===== src/rtl/non_restoring_divider_param.sv =====
// Iterative non-restoring divider, WIDTH-bit operands, unsigned or two's-complement.
// Latency: WIDTH+2 cycles from start to done; divide-by-zero and MIN/-1 finish in 1.
// Backpressure: single division in flight; start is ignored while busy or done.
module non_restoring_divider_param #(
    parameter int WIDTH = 16,
    parameter int CNT_W = $clog2(WIDTH) + 1
) (
    input  logic             clk,
    input  logic             rst,
    input  logic             start,
    input  logic             signed_mode,
    input  logic [WIDTH-1:0] dividend,
    input  logic [WIDTH-1:0] divisor,
    output logic             busy,
    output logic             done,
    output logic [WIDTH-1:0] quotient,
    output logic [WIDTH-1:0] remainder,
    output logic             div_by_zero,
    output logic             overflow
);

    typedef enum logic [1:0] {IDLE, ITER, FIXUP, DONE} state_t;

    localparam logic [WIDTH-1:0] MIN_VAL = {1'b1, {(WIDTH-1){1'b0}}};

    state_t             state;
    logic [CNT_W-1:0]   cnt;
    logic [WIDTH:0]     a_reg;
    logic [WIDTH-1:0]   q_reg;
    logic [WIDTH-1:0]   m_reg;
    logic               neg_q;
    logic               neg_r;

    logic               dvd_neg;
    logic               dvs_neg;
    logic [WIDTH-1:0]   dvd_mag;
    logic [WIDTH-1:0]   dvs_mag;
    logic [WIDTH:0]     m_ext;
    logic [WIDTH:0]     a_sh;
    logic [WIDTH:0]     a_nxt;
    logic [WIDTH-1:0]   q_nxt;
    logic [WIDTH-1:0]   a_fix;
    logic [WIDTH-1:0]   q_res;
    logic [WIDTH-1:0]   r_res;

    always_comb begin
        dvd_neg = signed_mode & dividend[WIDTH-1];
        dvs_neg = signed_mode & divisor[WIDTH-1];
        dvd_mag = dvd_neg ? -dividend : dividend;
        dvs_mag = dvs_neg ? -divisor  : divisor;

        // Add/subtract choice uses the sign of A before the shift; the shifted
        // value may wrap in WIDTH+1 bits but the post-add result never does.
        m_ext = {1'b0, m_reg};
        a_sh  = {a_reg[WIDTH-1:0], q_reg[WIDTH-1]};
        a_nxt = a_reg[WIDTH] ? (a_sh + m_ext) : (a_sh - m_ext);
        q_nxt = {q_reg[WIDTH-2:0], ~a_nxt[WIDTH]};

        a_fix = a_reg[WIDTH] ? (a_reg[WIDTH-1:0] + m_reg) : a_reg[WIDTH-1:0];
        q_res = neg_q ? -q_reg : q_reg;
        r_res = neg_r ? -a_fix : a_fix;
    end

    always_ff @(posedge clk or negedge rst) begin
        if (!rst) begin
            state       <= IDLE;
            cnt         <= '0;
            a_reg       <= '0;
            q_reg       <= '0;
            m_reg       <= '0;
            neg_q       <= 1'b0;
            neg_r       <= 1'b0;
            busy        <= 1'b0;
            done        <= 1'b0;
            quotient    <= '0;
            remainder   <= '0;
            div_by_zero <= 1'b0;
            overflow    <= 1'b0;
        end else begin
            case (state)
                IDLE: begin
                    done <= 1'b0;
                    if (start) begin
                        neg_q <= dvd_neg ^ dvs_neg;
                        neg_r <= dvd_neg;
                        if (divisor == '0) begin
                            quotient    <= '1;
                            remainder   <= dividend;
                            div_by_zero <= 1'b1;
                            overflow    <= 1'b0;
                            done        <= 1'b1;
                            state       <= DONE;
                        end else if (signed_mode && dividend == MIN_VAL && divisor == '1) begin
                            quotient    <= MIN_VAL;
                            remainder   <= '0;
                            div_by_zero <= 1'b0;
                            overflow    <= 1'b1;
                            done        <= 1'b1;
                            state       <= DONE;
                        end else begin
                            a_reg <= '0;
                            q_reg <= dvd_mag;
                            m_reg <= dvs_mag;
                            cnt   <= '0;
                            busy  <= 1'b1;
                            state <= ITER;
                        end
                    end
                end
                ITER: begin
                    a_reg <= a_nxt;
                    q_reg <= q_nxt;
                    cnt   <= cnt + CNT_W'(1);
                    if (cnt == CNT_W'(WIDTH - 1)) begin
                        state <= FIXUP;
                    end
                end
                FIXUP: begin
                    a_reg       <= {1'b0, a_fix};
                    quotient    <= q_res;
                    remainder   <= r_res;
                    div_by_zero <= 1'b0;
                    overflow    <= 1'b0;
                    busy        <= 1'b0;
                    done        <= 1'b1;
                    state       <= DONE;
                end
                DONE: begin
                    done  <= 1'b0;
                    state <= IDLE;
                end
                default: begin
                    busy  <= 1'b0;
                    done  <= 1'b0;
                    state <= IDLE;
                end
            endcase
        end
    end

endmodule

===== config.mk =====
export PLATFORM = sky130hd
export DESIGN_NAME = non_restoring_divider_param
export DESIGN_NICKNAME = d
export VERILOG_FILES = /design/src/rtl/non_restoring_divider_param.sv
export SDC_FILE = /design/constraint.sdc
export NUM_CORES = 1
export LEC_CHECK = 0
export CELL_PAD_IN_SITES_DETAIL_PLACEMENT = 0
export CELL_PAD_IN_SITES_GLOBAL_PLACEMENT = 2
export CORE_MARGIN = 2
export CORE_UTILIZATION = 35
export CTS_CLUSTER_DIAMETER = 60
export DETAILED_ROUTE_END_ITERATION = 10
export PLACE_DENSITY_LB_ADDON = 0.12
export SETUP_SLACK_MARGIN = 0.2
export SYNTH_ARGS = -nofsm -noshare
export SYNTH_HDL_FRONTEND = slang
export SYNTH_SLANG_ARGS = --single-unit

===== constraint.sdc =====
create_clock -name clk -period 4.9 [get_ports clk]
set_clock_uncertainty 0.1 [all_clocks]
set_input_delay 0.98 -clock clk [delete_from_list [all_inputs] [get_ports clk]]
set_output_delay 0.98 -clock clk [all_outputs]
set_load 0.03 [all_outputs]

==> metrics.md <==
| Metric | Value |
|---|---|
| Status | `completed` |
| All-Layer GR Usage | `21.76%` |
| Worst reg2reg path startpoint | `m_reg[0]` |
| Crit. path cell count | `11` |
| H-tree levels | `3` |
| Number of global-route vias before repair | `6671` |
| Total power divided by cell area | `between 700 and 800 nW/um2` |
| Ranking of synthesized cells by area | `dfrtp_1 31%, ha_1 8.0%, o21ai_0 6.5%, nand2_1 6.5%, xnor2_1 5.4%` |
| Grt total ovfl | `0` |
| Setup_tns | `0 ns` |
| Cells after Synth | `just over 900` |
| DRC | `0` |
| CTS root buf | `clkbuf_16` |
| Post-CTS Setup Bufs | `0` |
| CTS buffer count | `9` |
| Final WL | `between 20 and 25 mm` |
| Cells on worst reg2reg path | `11` |
| Clk sink count | `94` |
| Worst Path Buf+Inv | `0` |
| Slew HR | `38.65%` |
| Final period util | `85.76%` |
| CP max FO | `5` |
| Clk buf depth | `2` |
| P_int | `3.279 mW` |
| Largest net degree at the start of global routing | `67` |
| Core Area | `21220 um2` |
| Peak supply drop | `0.3328 mV` |
| Antenna fix cells | `0` |
| Share of the synthesized area in the top cell type | `30.86%` |
| Final hold violation count | `0` |
| Clock Power Share | `11.5%` |
| Syn Std Cell Area | `7624 um2` |
| Sw Pwr | `3.469 mW` |
| DRT iter0 DRCs | `375` |
| Mean routed wirelength per cell | `19.15 um` |
| Die area | `22980 um2` |
| RSZ-0062 raised after global routing | `no` |
| Worst hold slack | `0.3765 ns` |
| Startpoint Class | `flip-flop` |
| EDFF count, synth | `0` |
| Worst Tran Pin Value | `0.9202 ns` |
| Vias | `6869` |
| Initial antenna violation count | `0` |
| Die span in y | `between 150 and 200 um` |
| First-pass DRT Iterations | `5` |
| Largest register FFs | `17` |
| R2r endpoint | `remainder[15]` |
| Delay-heaviest family, CP | `compound AO/OA/AOI/OAI gates` |
| Die width | `151.6 um` |
| FF/Latch Area | `2352 um2` |
| Worst Setup End Kind | `flip-flop` |
| Initial Utilization | `35.93%` |
| Sequential share of the synthesized area | `around 31%` |
| Leakage power | `around 3.7 nW` |
| Sw frac | `51.41%` |
| Most used DFF post-synth | `dfrtp_1` |
| Area of the multi-input gates | `4895 um2` |
| Worst Path Arrival | `~4.3 ns` |
| CTS tree | `built` |
| Pre-CTS setup slack | `0.7149 ns` |
| Layout cells sized above 1 | `6.998%` |
| Clock transition at path regs | `0.08 ns` |
| IO Count | `a little over 70` |
| Period minus WS final | `4.202 ns` |
| Routability cong. | `0.8371` |
| Clock latency on the worst-skew pair | `0.35 ns` |
| Seq cells post-synth | `94` |
| Final setup vio count | `0` |
| Library cells used by synthesis | `82` |
| First-pass GRT wire length | `38.25 mm` |
| Fillers | `between 2k and 2.5k` |
| Critical Path End | `remainder[15]` |
| Hold_buf cts | `0` |
| DPL Wire Length | `18.55 mm` |
| Post-CTS Resized | `0` |
| Rows | `between 50 and 60` |
| WS Path Type | `flip-flop to flip-flop` |
| Synth Net Count | `1015` |
| Final ANT Viol Nets | `0` |
| Setup slack after layout | `0.6978 ns` |
| Flop pwr share | `approximately 23%` |
| Max cap viols | `0` |
| Critical path, cell by cell | `ha_1 > fa_1 > a211oi_2 > o21ai_1 > a221oi_1 > o21ai_0 > a221o_2 > or4b_4 > o31ai_2 > or3_1 > nand3_1` |
| Warning count from the yosys run | `0` |
| Logic gate share of total power | `65.3%` |
| PortBufs | `71` |
| Synthesized area per cell | `8.215 um2` |
| Worst Setup SP | `m_reg[0]` |
| Post-Layout Cell Count | `roughly 1.3k` |
| Cell taking the most area after synthesis | `dfrtp_1` |
| Hold Crit Class | `flip-flop to flip-flop` |
| Drt via density | `between 5 and 6` |
| CP required | `about 5 ns` |
| Max Fclk | `238.0 MHz` |
| Slowest cell on crit path | `or4b_4` |
| Post-Place Cells | `1245` |
| Worst Hold Path Cells | `2` |
| Area Growth Syn to Fin | `16.58%` |
| Final #Nets | `around 1.1k` |
| Share of flip-flops with an asynchronous set or reset | `100.0%` |
| Pins over their slew limit | `0` |
| Worst stage delay on the critical path | `0.51 ns` |
| R2R Setup Slk | `~0.7 ns` |
## how the worst min path moves through the flow
stage	end	from
3_3_place_gp	remainder[6]	remainder[6]
4_1_cts	remainder[7]	remainder[7]
6_report	remainder[5]	remainder[5]
2_1_floorplan	cnt[4]	cnt[4]
3_5_place_dp	remainder[7]	remainder[7]
5_1_grt	remainder[8]	remainder[8]
## layout by cell type, fill, tap and decap left out, drive strengths merged, types with 6 or more instances in the layout
master / instances
and3: 9
a22oi: 17
nand2: 131
inv: 40
buf: 18
nor3b: 6
nand3b: 7
a31oi: 7
nand3: 10
a21o: 12
xnor2: 47
or3: 9
nand4: 9
ha: 49
nor4: 8
dfrtp: 94
nor2: 65
a211oi: 16
xor2: 34
o31ai: 12
clkdlybuf4s50: 70
a21oi: 79
o21ai: 107
nor3: 22
clkbuf: 10
mux2i: 7
## worst min-delay path, stage by stage, from the launching register on
cell and delay [ns]:
dfrtp_1 0.34, nand2_1 0.04, o21ai_0 0.05
## synthesized netlist by cell type, types with 3 or more instances
cell	number
a32oi_1	3
a211oi_1	14
nor4_1	8
nor3_1	22
a2bb2oi_1	3
dfrtp_1	94
inv_1	35
o31ai_1	11
a21oi_1	79
mux2_2	4
a31oi_1	7
o21ai_0	99
a21o_1	10
and3_1	8
nor3b_1	6
mux2i_1	7
o41ai_1	5
o211ai_1	3
clkbuf_1	31
ha_1	49
a221o_2	3
buf_2	4
and2_1	5
nand4_1	9
xnor2_1	47
nor4b_1	3
o21ai_1	7
a22oi_1	17
or3_1	9
a22o_1	3
nand3b_1	6
nand2_1	131
nor2b_1	4
o22ai_1	4
nand3_1	9
clkbuf_8	7
nand2b_1	5
nor2_1	65
o21a_1	3
xor2_1	34
## metrics by stage
step	power [mW]	utilization, %	area (um2)
3_5_place_dp	5.990	40.35	8562
4_1_cts	6.789	41.88	8887
3_3_place_gp	5.998	40.35	8562
2_1_floorplan	4.647	-	7624
6_report	6.748	41.88	8887
5_1_grt	7.383	41.88	8887
## per-layer routing
metal	up-vias	share of wire, %	track usage, %
met5	-	0	0
met4	0	0.63	3.472
met3	9	4.3	2.874
met2	154	43	32.85
met1	3251	52	33.51
li1	3455	-	-
## logic make-up after synthesis
family / after synthesis / synth area share (%)
simple gates: 305 / 19.30
buf+inv: 82 / 5.137
flops: 94 / 30.86
xor+xnor: 81 / 9.306
compound gates: 304 / 25.32
fa+ha+maj: 51 / 8.567
mux: 11 / 1.510
## final cells by class
class	instances	area share [%]
timing repair buffer	88	9.404
multi-input combinational	752	55.08
clock buffer	10	2.689
sequential	94	26.47
tap	275	3.872
clock inverter	6	0.9714
inverter	36	1.520
## power by group through the flow
stage          Clock, mW  Combinational, mW  Sequential (mW)
2_1_floorplan          0               3.04             1.60
3_3_place_gp           0               4.42             1.58
3_5_place_dp           0               4.41             1.58
4_1_cts            0.794               4.43             1.56
5_1_grt            0.826               4.93             1.62
6_report           0.776               4.41             1.57
Power figures use the tool's default switching activity.
